File: config.mk
export PLATFORM = sky130hd
export DESIGN_NAME = alu_sequencer
export DESIGN_NICKNAME = d
export VERILOG_FILES = /design/src/rtl/alu_sequencer.sv
export SDC_FILE = /design/constraint.sdc
export NUM_CORES = 1
export LEC_CHECK = 0
export ABC_AREA = 1
export CAP_MARGIN = 20
export CORE_UTILIZATION = 34
export CTS_BUF_LIST = sky130_fd_sc_hd__clkbuf_16
export CTS_CLUSTER_SIZE = 40
export DETAILED_ROUTE_END_ITERATION = 6
export GPL_TIMING_DRIVEN = 0
export PLACE_DENSITY = 0.61
export SLEW_MARGIN = 40
export SYNTH_ARGS = -nofsm -noshare
export SYNTH_HDL_FRONTEND = slang
export SYNTH_SLANG_ARGS = --single-unit
export TNS_END_PERCENT = 30
File: constraint.sdc
create_clock -name clk -period 1.92 [get_ports clk]
set_input_delay 0.192 -clock clk [delete_from_list [all_inputs] [get_ports clk]]
set_output_delay 0.192 -clock clk [all_outputs]
set_load 0.005 [all_outputs]
File: src/rtl/alu_sequencer.sv
// ---------------------------------------------------------------------------
// alu_sequencer
//
// Multi-cycle 8x8 unsigned multiplier (16-bit product) and 8/8 unsigned
// divider (quotient + remainder). It has no arithmetic of its own: every
// add or subtract is done by one shared, external 8-bit adder_subtractor,
// driven through as_a / as_b / as_subtract and read back via as_r / as_carry.
//
// Parameters:
//   ITERATIONS  number of shift/add or shift/subtract steps. Must equal the
//               operand width, so only 8 is supported.
//
// Optional feature (compile-time macro ALU_SEQ_ZERO_SKIP_EN):
//   When defined, a zero multiplicand/dividend, or a zero multiplier, goes
//   straight to DONE with an all-zero result (one-cycle latency, busy never
//   rises). A zero divisor still reports divide-by-zero. When undefined,
//   every multiply and non-zero-divisor divide runs all iterations.
//
// Ports:
//   clk, reset        rising-edge clock, synchronous active-high reset
//   start, op         request pulse (op: 0 = multiply, 1 = divide)
//   operand_a/_b      multiplicand/dividend, multiplier/divisor
//   busy, done        iterating flag, one-cycle completion pulse
//   result_lo/_hi     product[7:0]/quotient, product[15:8]/remainder
//   div_by_zero       divide with operand_b == 0, valid with done
//   as_a, as_b,
//   as_subtract       drive to the external adder_subtractor
//   as_r, as_carry    result from the adder_subtractor (carry=1: no borrow)
//   state_dbg         current FSM state (0 IDLE, 1 MUL, 2 DIV, 3 DONE)
//
// Handshake: start is a request pulse and is only accepted when busy is
// low (IDLE or DONE); a start seen while busy is dropped. Each accepted
// request produces exactly one done pulse, after which results and
// div_by_zero stay stable until the next accepted start or reset. A start
// during the done cycle is accepted (back-to-back) and done does not repeat.
// ---------------------------------------------------------------------------
module alu_sequencer #(
  parameter int ITERATIONS = 8
) (
  input  logic       clk,
  input  logic       reset,
  input  logic       start,
  input  logic       op,
  input  logic [7:0] operand_a,
  input  logic [7:0] operand_b,
  output logic       busy,
  output logic       done,
  output logic [7:0] result_lo,
  output logic [7:0] result_hi,
  output logic       div_by_zero,
  output logic [7:0] as_a,
  output logic [7:0] as_b,
  output logic       as_subtract,
  input  logic [7:0] as_r,
  input  logic       as_carry,
  output logic [1:0] state_dbg
);

  localparam int CW = (ITERATIONS > 1) ? $clog2(ITERATIONS) : 1;

  typedef enum logic [1:0] {
    S_IDLE = 2'd0,
    S_MUL  = 2'd1,
    S_DIV  = 2'd2,
    S_DONE = 2'd3
  } state_t;

  state_t          state;
  state_t          state_nxt;

  logic [7:0]      acc;
  logic [7:0]      mq;
  logic [7:0]      dvsr;
  logic [CW-1:0]   count;

  logic            accept;
  logic            div_zero;
  logic            skip;
  logic            last_step;

  logic [8:0]      mul_sum;
  logic [7:0]      mul_acc;
  logic [7:0]      mul_mq;
  logic [7:0]      div_acc_s;
  logic [7:0]      div_mq_s;
  logic            div_take;
  logic [7:0]      div_acc;
  logic [7:0]      div_mq;

  // -------------------------------------------------------------------------
  // Request decode
  // -------------------------------------------------------------------------
  assign accept    = start && ((state == S_IDLE) || (state == S_DONE));
  assign div_zero  = op && (operand_b == 8'd0);
  assign last_step = (count == CW'(ITERATIONS - 1));

`ifdef ALU_SEQ_ZERO_SKIP_EN
  // Divide-by-zero wins over the zero shortcut.
  assign skip = !div_zero && ((operand_a == 8'd0) || (!op && (operand_b == 8'd0)));
`else
  assign skip = 1'b0;
`endif

  // -------------------------------------------------------------------------
  // FSM: state register
  // -------------------------------------------------------------------------
  always_ff @(posedge clk) begin
    if (reset) begin
      state <= S_IDLE;
    end else begin
      state <= state_nxt;
    end
  end

  // -------------------------------------------------------------------------
  // FSM: next state
  // -------------------------------------------------------------------------
  always_comb begin
    state_nxt = state;
    case (state)
      S_IDLE, S_DONE: begin
        if (accept) begin
          if (div_zero || skip) begin
            state_nxt = S_DONE;
          end else if (op) begin
            state_nxt = S_DIV;
          end else begin
            state_nxt = S_MUL;
          end
        end else begin
          state_nxt = S_IDLE;
        end
      end
      S_MUL: begin
        if (last_step) state_nxt = S_DONE;
      end
      S_DIV: begin
        if (last_step) state_nxt = S_DONE;
      end
      default: state_nxt = S_IDLE;
    endcase
  end

  // -------------------------------------------------------------------------
  // FSM: outputs (status and adder drive)
  // -------------------------------------------------------------------------
  always_comb begin
    busy        = 1'b0;
    done        = 1'b0;
    as_a        = 8'd0;
    as_b        = 8'd0;
    as_subtract = 1'b0;
    state_dbg   = state;
    case (state)
      S_MUL: begin
        busy = 1'b1;
        as_a = acc;
        as_b = dvsr;
      end
      S_DIV: begin
        busy        = 1'b1;
        as_a        = div_acc_s;
        as_b        = dvsr;
        as_subtract = 1'b1;
      end
      S_DONE: begin
        done = 1'b1;
      end
      default: ;
    endcase
  end

  // -------------------------------------------------------------------------
  // Step datapath
  // -------------------------------------------------------------------------
  always_comb begin
    // Multiply: conditionally add the multiplicand into the upper half,
    // then shift the 17-bit {carry, acc, mq} right by one. The multiplier
    // bit just consumed falls off the bottom of mq.
    mul_sum = mq[0] ? {as_carry, as_r} : {1'b0, acc};
    mul_acc = mul_sum[8:1];
    mul_mq  = {mul_sum[0], mq[7:1]};

    // Restoring divide: shift {acc, mq} left, trial-subtract the divisor
    // from the upper half. acc[7] shifted out means the partial remainder
    // is >= 256 > divisor, so the subtract always succeeds and its 8-bit
    // result is exact.
    div_acc_s = {acc[6:0], mq[7]};
    div_mq_s  = {mq[6:0], 1'b0};
    div_take  = acc[7] | as_carry;
    div_acc   = div_take ? as_r : div_acc_s;
    div_mq    = {div_mq_s[7:1], div_take};
  end

  always_ff @(posedge clk) begin
    if (reset) begin
      acc         <= 8'd0;
      mq          <= 8'd0;
      dvsr        <= 8'd0;
      count       <= '0;
      result_lo   <= 8'd0;
      result_hi   <= 8'd0;
      div_by_zero <= 1'b0;
    end else if (accept) begin
      acc         <= 8'd0;
      mq          <= operand_a;
      dvsr        <= operand_b;
      count       <= '0;
      div_by_zero <= 1'b0;
      if (div_zero) begin
        result_lo   <= 8'hFF;
        result_hi   <= operand_a;
        div_by_zero <= 1'b1;
      end else if (skip) begin
        result_lo <= 8'd0;
        result_hi <= 8'd0;
      end
    end else if (state == S_MUL) begin
      acc   <= mul_acc;
      mq    <= mul_mq;
      count <= count + 1'b1;
      if (last_step) begin
        result_hi <= mul_acc;
        result_lo <= mul_mq;
      end
    end else if (state == S_DIV) begin
      acc   <= div_acc;
      mq    <= div_mq;
      count <= count + 1'b1;
      if (last_step) begin
        result_hi <= div_acc;
        result_lo <= div_mq;
      end
    end
  end

endmodule

==> results.md <==
- The routability-driven placement congestion ratio is about 0.84.
- Synthesis inferred between 40 and 50 register bits.
- The total count of hold-check failures in the final report was 0.
- The largest net degree at the start of global routing is 14.
- Net switching is between 40% and 50% of the power.
- The run finished with clean final reports.
- The fraction of synthesized cell area taken by the top area cell type is between 30% and 40%.
- The worst-margin pin slew is 0.4554 ns.
- The combinational cell fraction of total power is 53.6%.
- The total CTS buffers is 5.
- Dividing the detail-routed via count by the number of cells gives between 4 and 5.
- The number of antenna violations at the first check in global routing came to 0.
- The minimum clock period after layout is 1.860 ns.
- Dividing the detail-routed wire length by the instance count gives ~12 um.
- The number of vias after detailed routing is 2,776.
- The maximum resistive drop on vdd is 0.7313 mV.
- The height of the die is around 90 um.
- In this run, flip-flops and latches consume 28.8% of the power.
- The initial cell density of the core is between 30% and 40%.
- The worst setup path is captured at a primary output.
- For this run, the number of Yosys warnings is 0.
- The antenna diode instance count is 0.
- The residual overflow from global routing is 0.
- Cells with a size suffix above 1 make up 10.08% of the layout.
- Setup violations remaining at the end of the flow were counted as 0.
- The placeable core region is around 7400 um^2.
- After synthesis, the netlist uses 28 different library cells.
- The internal portion of the total power is around 0.0032 W.
- The total wire length after detailed routing is between 7 and 8 mm.
- The startpoint type of the worst setup path is a flip-flop.
- The fmax is ~540 MHz.
- The area growth from synthesis to layout is 37.96%.
- Detailed placement ended at an HPWL of around 5.5 mm.
- Across the run, the number of max-cap violations was 0.
- After clock tree synthesis, the clock-pin slew on the worst setup and hold paths is 0.06 ns.
- In this run the remaining antenna-violating nets after routing total 0.
- The number of clock sinks is 46.
- Summed over all nets, the switching power comes to 0.002308 W.
- At the worst endpoint, the required time is around 1.7 ns.
- In this run the cell area of the synthesized design comes to 2656 um^2.
- The sequential share of the synthesized area is between 30% and 40%.
- The post-synth net total is roughly 450.
- Data arrives at the worst endpoint at ~1.7 ns.
- At the later pin of the worst-skew pair, clock insertion delay measures between 0.2 and 0.3 ns.
- The clock passes through at most 2 buffers.
- Between clock sinks in the finished design, the worst skew comes to around 0.003 ns.
- The residual DRC count is 0.
- Headroom to the max-slew limit came out at 69.64%.
- For this run, the slowest stage of the critical path takes approximately 0.37 ns.
- The number of global-route vias before repair is about 2,600.
- The most area-hungry cell type in the Yosys netlist is sky130_fd_sc_hd__dfxtp_1.
- For this design the static power due to leakage is between 1.5 and 2 nW.
- At the end of the flow, the number of nets in the layout was roughly 530.
- The final cell area excluding filler cells is 3665 um^2.
- Setup repair after global routing could not meet its margin everywhere.
- The total die area is 8170 um^2.
- In this run the worst path has a maximum fanout of 10.
- The min-delay analysis places its worst path in the category input pin to flip-flop.
- In this run the cell area measured after placement is ~3400 um^2.
- The slowest stage of the critical path is the sky130_fd_sc_hd__dfxtp_4 cell.
- The clock tree from TritonCTS is built.
- The post-synthesis area per instance is 6.325 um^2.
- The wire length of the first global-routing pass is 12.29 mm.
- The number of top-level pins is 67.
- The deepest level of the CTS H-tree is 2.
- The first detailed-routing pass ran for 4 iterations.
- After layout, the worst path uses 96.85% of the clock period.
- The power density normalized to cell area is 1507 nW/um^2.
- The number of buffers added to fix hold violations after cts is 0.
- The cell count after synthesis is 420.
- The max-slew violation count came to 0.
- The signal on the critical path passes through inv_1 > ha_4 > buf_6 > clkbuf_8 > a21oi_1 > dlygate4sd2_1.
- Global routing consumed, over all layers together, approximately a fifth of the routing resources.
- During placement, the flow inserted port buffers numbering between 60 and 70.
- The critical setup path kind is flip-flop to primary output.
- The root cell of the clock tree is sky130_fd_sc_hd__clkbuf_16.
- Per report_power, the clock group accounts for between 15 and 20% of the total.
- The horizontal die dimension is around 90 um.
- The initialized floorplan defines 31 standard-cell rows.
- By area the synthesized netlist is led by sky130_fd_sc_hd__dfxtp_1, sky130_fd_sc_hd__nand2_1, sky130_fd_sc_hd__inv_1.
- After the first detailed-routing iteration, the DRC count stood at ~170.
- Final hold analysis gives a worst-case slack of 0.2173 ns.
layout by cell type (no fill, tap or decap), types with 2 or more instances in the layout:
| master | count |
|---|---|
| sky130_fd_sc_hd__o21ai_1 | 3 |
| sky130_fd_sc_hd__buf_4 | 5 |
| sky130_fd_sc_hd__nand3b_1 | 7 |
| sky130_fd_sc_hd__clkbuf_16 | 5 |
| sky130_fd_sc_hd__nand3_1 | 14 |
| sky130_fd_sc_hd__nand2_2 | 5 |
| sky130_fd_sc_hd__inv_2 | 2 |
| sky130_fd_sc_hd__nand2_1 | 120 |
| sky130_fd_sc_hd__buf_2 | 8 |
| sky130_fd_sc_hd__dlygate4sd2_1 | 15 |
| sky130_fd_sc_hd__inv_1 | 63 |
| sky130_fd_sc_hd__dfxtp_4 | 2 |
| sky130_fd_sc_hd__dfxtp_1 | 44 |
| sky130_fd_sc_hd__o21ai_0 | 32 |
| sky130_fd_sc_hd__clkdlybuf4s50_1 | 48 |
| sky130_fd_sc_hd__buf_6 | 6 |
| sky130_fd_sc_hd__ha_1 | 3 |
| sky130_fd_sc_hd__nand2_4 | 2 |
| sky130_fd_sc_hd__a21oi_1 | 44 |
| sky130_fd_sc_hd__nor2_1 | 46 |
| sky130_fd_sc_hd__nor2_2 | 3 |
| sky130_fd_sc_hd__a21oi_2 | 2 |
kinds of logic (layout without fill, tap and decap cells):
family,count (synthesis),in the layout,share of synthesized area (%)
simple gates,199,199,31.56
compound gates,85,85,16.86
fa+ha+maj,5,5,2.355
xor+xnor,1,1,0.3298
buf+inv,84,160,14.22
flops,46,46,34.67
repair_timing:
item	4_1_cts	5_1_grt
endpoints found under the setup margin	17	4
buffers inserted	1	2
pin swaps	0	1
endpoints found under the hold margin	0	0
resized for setup	32	5
synthesized netlist by cell type:
cell and number:
sky130_fd_sc_hd__buf_2 9, sky130_fd_sc_hd__nor2_1 47, sky130_fd_sc_hd__a21oi_1 46, sky130_fd_sc_hd__buf_6 4, sky130_fd_sc_hd__buf_4 2, sky130_fd_sc_hd__dfxtp_1 46
sky130_fd_sc_hd__nand2_1 120, sky130_fd_sc_hd__xor2_1 1, sky130_fd_sc_hd__o21ai_4 1, sky130_fd_sc_hd__o211ai_2 1, sky130_fd_sc_hd__clkbuf_1 2, sky130_fd_sc_hd__buf_8 1
sky130_fd_sc_hd__nand3b_1 7, sky130_fd_sc_hd__clkinv_1 1, sky130_fd_sc_hd__inv_1 62, sky130_fd_sc_hd__inv_2 1, sky130_fd_sc_hd__inv_4 1, sky130_fd_sc_hd__nor2_4 1
sky130_fd_sc_hd__ha_1 5, sky130_fd_sc_hd__o21ai_1 3, sky130_fd_sc_hd__o21ai_0 32, sky130_fd_sc_hd__o22ai_1 1, sky130_fd_sc_hd__nand2_4 3, sky130_fd_sc_hd__o211ai_1 1
sky130_fd_sc_hd__nand2_2 5, sky130_fd_sc_hd__buf_1 1, sky130_fd_sc_hd__nor2_2 2, sky130_fd_sc_hd__nand3_1 14
registers in the layout (all words and copies together) (netlist names):
register     count
result_hi        8
mq               8
count            3
result_lo        8
dvsr             8
state_dbg        2
acc              8
div_by_zero      1
power by group through the flow:
stage | clock network (W) | registers, W | logic [W]
2_1_floorplan | 0 | 0.00155 | 0.00178
3_3_place_gp | 0 | 0.00157 | 0.00284
3_5_place_dp | 0 | 0.00158 | 0.00284
4_1_cts | 0.000991 | 0.00158 | 0.00294
5_1_grt | 0.00102 | 0.00164 | 0.00332
6_report | 0.000971 | 0.00159 | 0.00296
worst max-delay path, delay by kind of cell, from the launching register on:
family	cells	cell delay (ns)
compound gates	1	0.13
fa+ha+maj	1	0.24
buf+inv	4	0.64
flops	1	0.37
through the flow:
step           TNS (ns)  utilization (%)  worst slack (ns)  cells  power [W]
4_1_cts         -0.1973            49.03           -0.1973    593   0.005506
3_3_place_gp     -4.099            46.31           -0.2831    584   0.004409
5_1_grt        -0.02283            49.47         -0.008857    595   0.005972
6_report              0            49.47           0.06044    595   0.005522
2_1_floorplan         0                -            0.4066    420   0.003337
3_5_place_dp     -4.113            46.31           -0.2848    584   0.004418
area by class of cell:
class                   count  area [um^2]
clock buffers               5        125.1
multi-input cells         290         1391
plain buffers              19        155.1
repair buffers             68        656.9
fillers                   784         3744
inverters                  65        246.5
flip-flops and latches     46        928.4
clock inverters             3        37.54
well taps                  99        123.9
layer usage:
layer  share of wire, %  routed length [um]  global-route usage [%]  vias up
li1                   -                   -                       -     1447
met1                 46                3442                   23.27     1249
met2                 47                3452                   31.36       70
met3                5.7                 422                   4.545       10
met4                1.4                 104                   6.452        0
met5                  0                   0                       0        -
path summary, 6_finish.rpt:
path                start            to  slack (ns)  cells past startpoint
max          state_dbg[0]       as_a[2]        0.06                      6
min                 reset         mq[7]        0.22                      2
max reg2reg  state_dbg[1]  result_hi[2]        0.10                     13
min reg2reg       dvsr[7]       dvsr[7]        0.46                      2
(Power assumes the default switching activity.)
